===== src/rtl/logic_unit_iter_if.sv =====
// Bus interface for logic_unit_iter: request (start/op/a/b) and response
// (busy/done/result/zero and, with LOGIC_UNIT_PARITY_EN, parity).
// Configuration macro: LOGIC_UNIT_PARITY_EN adds the parity signal.
`timescale 1ns/1ps

interface logic_unit_iter_if #(
    parameter int WIDTH = 32
);
    logic             start;
    logic [2:0]       op;
    logic [WIDTH-1:0] a;
    logic [WIDTH-1:0] b;
    logic             busy;
    logic             done;
    logic [WIDTH-1:0] result;
    logic             zero;
`ifdef LOGIC_UNIT_PARITY_EN
    logic             parity;

    modport slave  (input  start, op, a, b,
                    output busy, done, result, zero, parity);
    modport master (output start, op, a, b,
                    input  busy, done, result, zero, parity);
`else
    modport slave  (input  start, op, a, b,
                    output busy, done, result, zero);
    modport master (output start, op, a, b,
                    input  busy, done, result, zero);
`endif
endinterface


===== src/rtl/logic_unit_iter.sv =====
// logic_unit_iter: multi-cycle bitwise logic unit. Latches two WIDTH-bit
// operands and an opcode on start, evaluates SLICE bits per clock (LSB slice
// first) and publishes a registered result with a zero flag.
// Configuration macro: LOGIC_UNIT_PARITY_EN adds a registered parity flag.
`timescale 1ns/1ps

module logic_unit_iter #(
    parameter int WIDTH = 32,
    parameter int SLICE = 8
) (
    input  logic            clk,
    input  logic            reset,
    logic_unit_iter_if.slave bus
);
    localparam int BEATS = WIDTH / SLICE;
    localparam int CW    = (BEATS > 1) ? $clog2(BEATS) : 1;
    localparam logic [CW-1:0] LAST_CNT = CW'(BEATS - 1);

    typedef enum logic [1:0] {
        ST_IDLE = 2'd0,
        ST_RUN  = 2'd1,
        ST_DONE = 2'd2
    } state_t;

    // One slice of the selected bitwise function.
    function automatic logic [SLICE-1:0] eval_slice(
        input logic [2:0]       op,
        input logic [SLICE-1:0] sa,
        input logic [SLICE-1:0] sb
    );
        logic [SLICE-1:0] y;
        case (op)
            3'b000:  y = sa & sb;
            3'b001:  y = sa | sb;
            3'b010:  y = sa ^ sb;
            3'b011:  y = ~(sa & sb);
            3'b100:  y = ~(sa | sb);
            3'b101:  y = ~(sa ^ sb);
            3'b110:  y = sa & ~sb;
            3'b111:  y = sa;
            default: y = sa;
        endcase
        return y;
    endfunction

`ifdef LOGIC_UNIT_PARITY_EN
    // Even-parity helper: XOR-reduction of a full result word.
    function automatic logic parity_of(input logic [WIDTH-1:0] v);
        return ^v;
    endfunction
`endif

    state_t           r_state;
    logic [CW-1:0]    r_cnt;
    logic [2:0]       r_op;
    logic [WIDTH-1:0] r_a;
    logic [WIDTH-1:0] r_b;
    logic [WIDTH-1:0] r_work;
    logic [WIDTH-1:0] r_result;
    logic             r_zero;
    logic             r_busy;
    logic             r_done;
`ifdef LOGIC_UNIT_PARITY_EN
    logic             r_parity;
`endif

    // Operands are shifted right each beat, so the current slice always sits
    // in the low SLICE bits; finished slices enter the work word from the top
    // and reach their final positions after BEATS beats.
    logic [SLICE-1:0] w_beat;
    logic [WIDTH-1:0] w_next_work;
    logic             w_last;

    assign w_beat      = eval_slice(r_op, r_a[SLICE-1:0], r_b[SLICE-1:0]);
    assign w_next_work = (r_work >> SLICE) | (WIDTH'(w_beat) << (WIDTH - SLICE));
    assign w_last      = (r_cnt == LAST_CNT);

    // Control FSM and datapath registers; all outputs are registered here.
    always_ff @(posedge clk or posedge reset) begin
        if (reset) begin
            r_state  <= ST_IDLE;
            r_cnt    <= {CW{1'b0}};
            r_op     <= 3'b000;
            r_a      <= {WIDTH{1'b0}};
            r_b      <= {WIDTH{1'b0}};
            r_work   <= {WIDTH{1'b0}};
            r_result <= {WIDTH{1'b0}};
            r_zero   <= 1'b0;
            r_busy   <= 1'b0;
            r_done   <= 1'b0;
`ifdef LOGIC_UNIT_PARITY_EN
            r_parity <= 1'b0;
`endif
        end else begin
            case (r_state)
                ST_IDLE, ST_DONE: begin
                    r_done <= 1'b0;
                    if (bus.start) begin
                        r_op    <= bus.op;
                        r_a     <= bus.a;
                        r_b     <= bus.b;
                        r_cnt   <= {CW{1'b0}};
                        r_busy  <= 1'b1;
                        r_state <= ST_RUN;
                    end else begin
                        r_busy  <= 1'b0;
                        r_state <= ST_IDLE;
                    end
                end
                ST_RUN: begin
                    r_work <= w_next_work;
                    r_a    <= r_a >> SLICE;
                    r_b    <= r_b >> SLICE;
                    if (w_last) begin
                        r_cnt    <= {CW{1'b0}};
                        r_result <= w_next_work;
                        r_zero   <= (w_next_work == {WIDTH{1'b0}});
`ifdef LOGIC_UNIT_PARITY_EN
                        r_parity <= parity_of(w_next_work);
`endif
                        r_busy   <= 1'b0;
                        r_done   <= 1'b1;
                        r_state  <= ST_DONE;
                    end else begin
                        r_cnt    <= r_cnt + CW'(1);
                    end
                end
                default: begin
                    r_busy  <= 1'b0;
                    r_done  <= 1'b0;
                    r_cnt   <= {CW{1'b0}};
                    r_state <= ST_IDLE;
                end
            endcase
        end
    end

    assign bus.busy   = r_busy;
    assign bus.done   = r_done;
    assign bus.result = r_result;
    assign bus.zero   = r_zero;
`ifdef LOGIC_UNIT_PARITY_EN
    assign bus.parity = r_parity;
`endif

endmodule


===== src/flat_wrapper.sv =====
// flat-port wrapper written by rule: the top's interface ports become plain ports
module logic_unit_iter_flat 
#(
    parameter int WIDTH = 32,
    parameter int SLICE = 8
)
  (clk, reset, bus_start, bus_op, bus_a, bus_b, bus_busy, bus_done, bus_result, bus_zero);
  logic_unit_iter_if #(.WIDTH(WIDTH)) bus_i ();
  input  logic clk;
  input  logic reset;
  input wire logic [$bits(bus_i.start)-1:0] bus_start;
  input wire logic [$bits(bus_i.op)-1:0] bus_op;
  input wire logic [$bits(bus_i.a)-1:0] bus_a;
  input wire logic [$bits(bus_i.b)-1:0] bus_b;
  output wire logic [$bits(bus_i.busy)-1:0] bus_busy;
  output wire logic [$bits(bus_i.done)-1:0] bus_done;
  output wire logic [$bits(bus_i.result)-1:0] bus_result;
  output wire logic [$bits(bus_i.zero)-1:0] bus_zero;
  assign bus_i.start = bus_start;
  assign bus_i.op = bus_op;
  assign bus_i.a = bus_a;
  assign bus_i.b = bus_b;
  assign bus_busy = bus_i.busy;
  assign bus_done = bus_i.done;
  assign bus_result = bus_i.result;
  assign bus_zero = bus_i.zero;
  logic_unit_iter #(.WIDTH(WIDTH), .SLICE(SLICE)) u_core (.clk(clk), .reset(reset), .bus(bus_i));
endmodule

===== config.mk =====
export PLATFORM = sky130hd
export DESIGN_NAME = logic_unit_iter_flat
export DESIGN_NICKNAME = d
export VERILOG_FILES = /design/src/rtl/logic_unit_iter_if.sv /design/src/rtl/logic_unit_iter.sv /design/src/flat_wrapper.sv
export SDC_FILE = /design/constraint.sdc
export NUM_CORES = 1
export LEC_CHECK = 0
export ABC_AREA = 1
export CAP_MARGIN = 20
export CORE_MARGIN = 5
export CORE_UTILIZATION = 40
export CTS_CLUSTER_DIAMETER = 80
export DETAILED_ROUTE_END_ITERATION = 16
export PLACE_DENSITY = 0.69
export SETUP_SLACK_MARGIN = 0.3
export SLEW_MARGIN = 20
export SYNTH_ARGS = -nofsm -noshare
export SYNTH_HDL_FRONTEND = slang
export SYNTH_SLANG_ARGS = --single-unit

===== constraint.sdc =====
create_clock -name clk -period 5.4 [get_ports clk]
set_clock_uncertainty 0.15 [all_clocks]
set_input_delay 0.54 -clock clk [delete_from_list [all_inputs] [get_ports clk]]
set_output_delay 0.54 -clock clk [all_outputs]
set_load 0.005 [all_outputs]

Word-level counts from Yosys, hierarchy flattened --
Index checks and enable logic that the tools add are counted.
Storage, ports and cells: bits of input ports 70, flip-flop bits (word level) 138, word-level logic and storage cells 56, output and inout bits 35
Operators by class: add/sub/neg operators 1, mux-type cells 16, reductions and logical operators 8, bitwise operators 9, eq/ne operators 12
Operators with widths (number):
- $pmux W32 S2 | 2
- $mux W32 | 2
- $pmux W8 S8 | 1
- $logic_not A32 Y1 | 1
- $not A8 Y8 | 4
- $or A24 B32 Y32 | 1
- $and A8 B8 Y8 | 2
- $eq A3 B3 Y1 const B | 4
- $or A8 B8 Y8 | 1
- $pmux W2 S2 | 2
- $xor A8 B8 Y8 | 1
- $eq A3 B2 Y1 const B | 2
- $mux W2 | 3
- $reduce_and A2 Y1 | 3
- $mux W1 | 5
- $eq A2 B2 Y1 const B | 2
- $eq A3 B1 Y1 const B | 1
- $logic_not A3 Y1 | 1
- $add A2 B1 Y2 const B | 1
- $eq A2 B1 Y1 const B | 1
- $logic_not A2 Y1 | 1
- $ne A2 B1 Y1 const B | 1
- $ne A2 B2 Y1 const B | 1
- $pmux W1 S2 | 1
- other kinds (2) | 2

Depth between registers and ports, before layout --
depth in word-level cells 5, gate-level depth with buffers 12

Least setup slack after synthesis --
OpenSTA, ideal clock, no wires.
kind input to register, from input port bus_start, to register u_core.r_b[0], slack 3.746 ns, cell stages on the path 7, data required time 5.146 ns, data arrival time 1.401 ns, cell sequence inv_1 > nor2_1 > inv_2 > nand2_2 > inv_2 > buf_2 > a221oi_1
Between the ends: cells in the longest elaborated chain, start to end 2
RTL lines:
- start: declaration | RTL line flat_wrapper.sv:11 | input wire logic [$bits(bus_i.start)-1:0] bus_start;
- $ne A2 B2 Y1 (no line)
- $reduce_and A2 Y1 (no line)
- end signal: assignment | RTL line logic_unit_iter.sv:85 | r_b <= {WIDTH{1'b0}};
- end signal: assignment | RTL line logic_unit_iter.sv:101 | r_b <= bus.b;
- end signal: assignment | RTL line logic_unit_iter.sv:113 | r_b <= r_b >> SLICE;
- end: declaration | RTL line logic_unit_iter.sv:57 | logic [WIDTH-1:0] r_b;
No other way between the ends. A chain may end at the register's enable or synchronous reset.

Final worst setup path --
from input port bus_start, to register u_core.r_b[12]
The elaborated chain is that of the path after synthesis.

==> results.toml <==
[run_status]
status = "finished clean"

[min_path]
min_path_cells = 2
hold_path_class = "flop to flop"

[critical_path]
crit_top_cell = "inv_2"
cp.arrival_ps = 3330
ff2ff_path_depth = 6
startpoint_type = "input pin"
cp_data_required_time_ps = 5490
crit_fanout = 51
path_cells = "clkdlybuf4s50_1 -> inv_1 -> nor2_2 -> buf_4 -> inv_2 -> nand2_2 -> inv_2 -> a221oi_1"
worst-setup-path-type = "input pin to flop"
critPathMaxStageDelay_ps = 630
endpoint_kind = "flop"
crit_slowest_cell = "inv_2"

[global_routing]
overflow = 0
grt_pass1_wl_mm = 24.3
antenna_found_initial = 0
grt_max_degree = 67
grt_usage_pct = 16.9
grt_pass1_vias = 4852

[drt]
met1Wirelength_mm = 6.65
wl_mm = 14.5
wire_per_inst_um = 14.7
antenna_left = 0
vias = 4959
highest_layer = "met4"
via_per_inst = 5.02
wl_met3_mm = 1.01
drc_errors = 0
dr.pass1.iters = 4
drtIter0Drc = 264
wl_met2_mm = 6.61

[finish]
fin_nets = 888
instances_no_fill = 988
layout-drive-gt1-share_pct = 4.88
layout-area-overhead-vs-synth_pct = 27.4
diodes = 0

[floorplan]
dieArea_um2 = 17700
coreArea_um2 = 15000
start_util_pct = 40.2
die_x_um = 133
boundaryPins = 105
rows = 45
die_h_um = 133

[yosys]
ys_seq_elements = 129
synth_cell_type_count = 23
synthCells = 702
syn_area_um2 = 6050
synth_warnings = 0
mappedNetlistNets = 797
avgSynthCellArea_um2 = 8.61
synth_seq_area_share_pct = 53.4

[clock_tree]
cts_buffers = 17
cts_hold_buf = 0
clock_latency_ps = 410
cts_resized = 0
cts.sinks = 129
cts_tree = "yes"
cts.clk_slew.worst_paths_ps = 50
cts_buffer_depth = 2
cts-root-buf = "clkbuf_16"
cts_setup_buffers = 0
ctsHtreeMaxLevel = 4

[sta]
fin_hold_ws_ps = 328
min_period_over_period_pct = 59.9
rsz0062_at_grt = "false"
slew_headroom_pct = 46.4
slew_violations = 0
timing.setup.tns_ps = 0
worstMarginPinSlew_ps = 802
maxClockFrequency_ghz = 0.309
setup_viol = 0
fin_ws_ps = 2160
hold_viol_final = 0
period_minus_slack_ps = 3240

[placed_design]
dp_worst_setup_slack_ps = 1760
gp_congestion = 0.809
dp.cells = 962
dp_hpwl_mm = 9.97
port_buffers = 104

[run]
drv_cap = 0

[power_and_ir_drop]
ir_drop_mv = 0.266
p_leak_nw = 3.66
power_density_nw_per_um2 = 608
-- synthesized netlist by cell type --
master	number	area share [%]
nand3_1	15	1.2
a21oi_1	1	0.083
o22ai_1	24	2.5
nor2_1	103	6.4
nand3b_1	2	0.25
buf_6	1	0.19
buf_4	3	0.37
o21ai_1	18	1.5
o21ai_0	67	5.5
inv_1	90	5.6
dfrtp_1	129	53
buf_2	9	0.74
nand2_2	2	0.21
inv_2	4	0.25
nor2_2	2	0.21
nor2_4	1	0.19
nand4_1	17	1.8
a22o_1	9	1.3
nand2_1	132	8.2
a221oi_1	24	3.5
clkbuf_1	22	1.4
buf_1	2	0.12
ha_1	25	5.2
-- metrics by stage --
stage	total power, mW	utilization (%)	instance area (um^2)
after floorplan	3.03	-	6050
after CTS	4.71	51.3	7700
after global placement	3.63	47.9	7200
after global routing	5.08	51.3	7700
after detailed placement	3.70	47.9	7200
final	4.68	51.3	7700
-- state kept, by name, summed over array words and instances (netlist names) --
signal,count
u_core.bus.busy,1
u_core.bus.result,32
u_core.bus.zero,1
u_core.r_a,32
u_core.r_b,32
u_core.r_cnt,2
u_core.r_op,3
u_core.r_state,2
u_core.r_work,24
-- layout make-up --
type                       instances  area, um^2
clock buffer                      25         495
multi-input combinational        442        2310
timing repair buffer             109        1080
sequential                       129        3230
tap                              188         235
fill                            1358        7330
clock inverter                     1        5.00
inverter                          94         355
-- report_power, final --
| part | internal [mW] | switching (mW) | total, mW |
|---|---|---|---|
| Sequential | 1.42 | 0.332 | 1.75 |
| Clock | 0.617 | 0.370 | 0.987 |
| Combinational | 0.801 | 1.14 | 1.94 |
| Total | 2.84 | 1.85 | 4.68 |
-- layout by cell type (no fill, tap or decap), types with 2 or more instances in the layout --
cell / instances
clkbuf_16: 17
inv_1: 89
a221oi_1: 24
nand3_1: 15
o21ai_1: 18
o21ai_0: 67
buf_4: 5
nor2_4: 2
nor2_2: 2
a22o_1: 9
clkbuf_8: 4
clkdlybuf4s50_1: 104
nand4_1: 17
nor2_1: 102
nand3b_1: 2
inv_2: 4
nand2_1: 131
nand2_2: 3
ha_1: 25
o22ai_1: 24
clkbuf_1: 4
dfrtp_1: 129
-- worst paths after layout --
| check | start | endpoint | slack, ps |
|---|---|---|---|
| setup / recovery | bus_start | u_core.r_b[12] | 2160 |
| hold / removal | u_core.bus.result[3] | u_core.bus.result[3] | 330 |
| setup reg to reg | u_core.r_state[0] | u_core.r_b[12] | 2370 |
| hold reg to reg | u_core.bus.result[3] | u_core.bus.result[3] | 330 |
| max in group asynchronous | reset | u_core.r_b[20] | 3700 |
| min in group asynchronous | reset | u_core.bus.result[31] | 450 |
-- per-layer routing --
layer / track usage (%) / up-vias
met5: 0 / -
met1: 23.0 / 2278
li1: - / 2472
met3: 5.10 / 22
met2: 25.7 / 187
met4: 5.54 / 0
-- logic make-up (layout without fill, tap and decap cells) --
kind of cell / Yosys count / count (layout) / synth area share (%)
AO/OA/AOI/OAI: 143 / 143 / 14.4
AND/OR/NAND/NOR: 274 / 274 / 18.4
flip-flops: 129 / 129 / 53.4
buffers and inverters: 131 / 229 / 8.63
adder cells (fa/ha/maj): 25 / 25 / 5.17
-- critical path, delay by kind of cell --
family / cells / cell delay, ps
AO/OA/AOI/OAI: 1 / 190
buffers and inverters: 5 / 1930
AND/OR/NAND/NOR: 2 / 630
(Power assumes the default switching activity.)
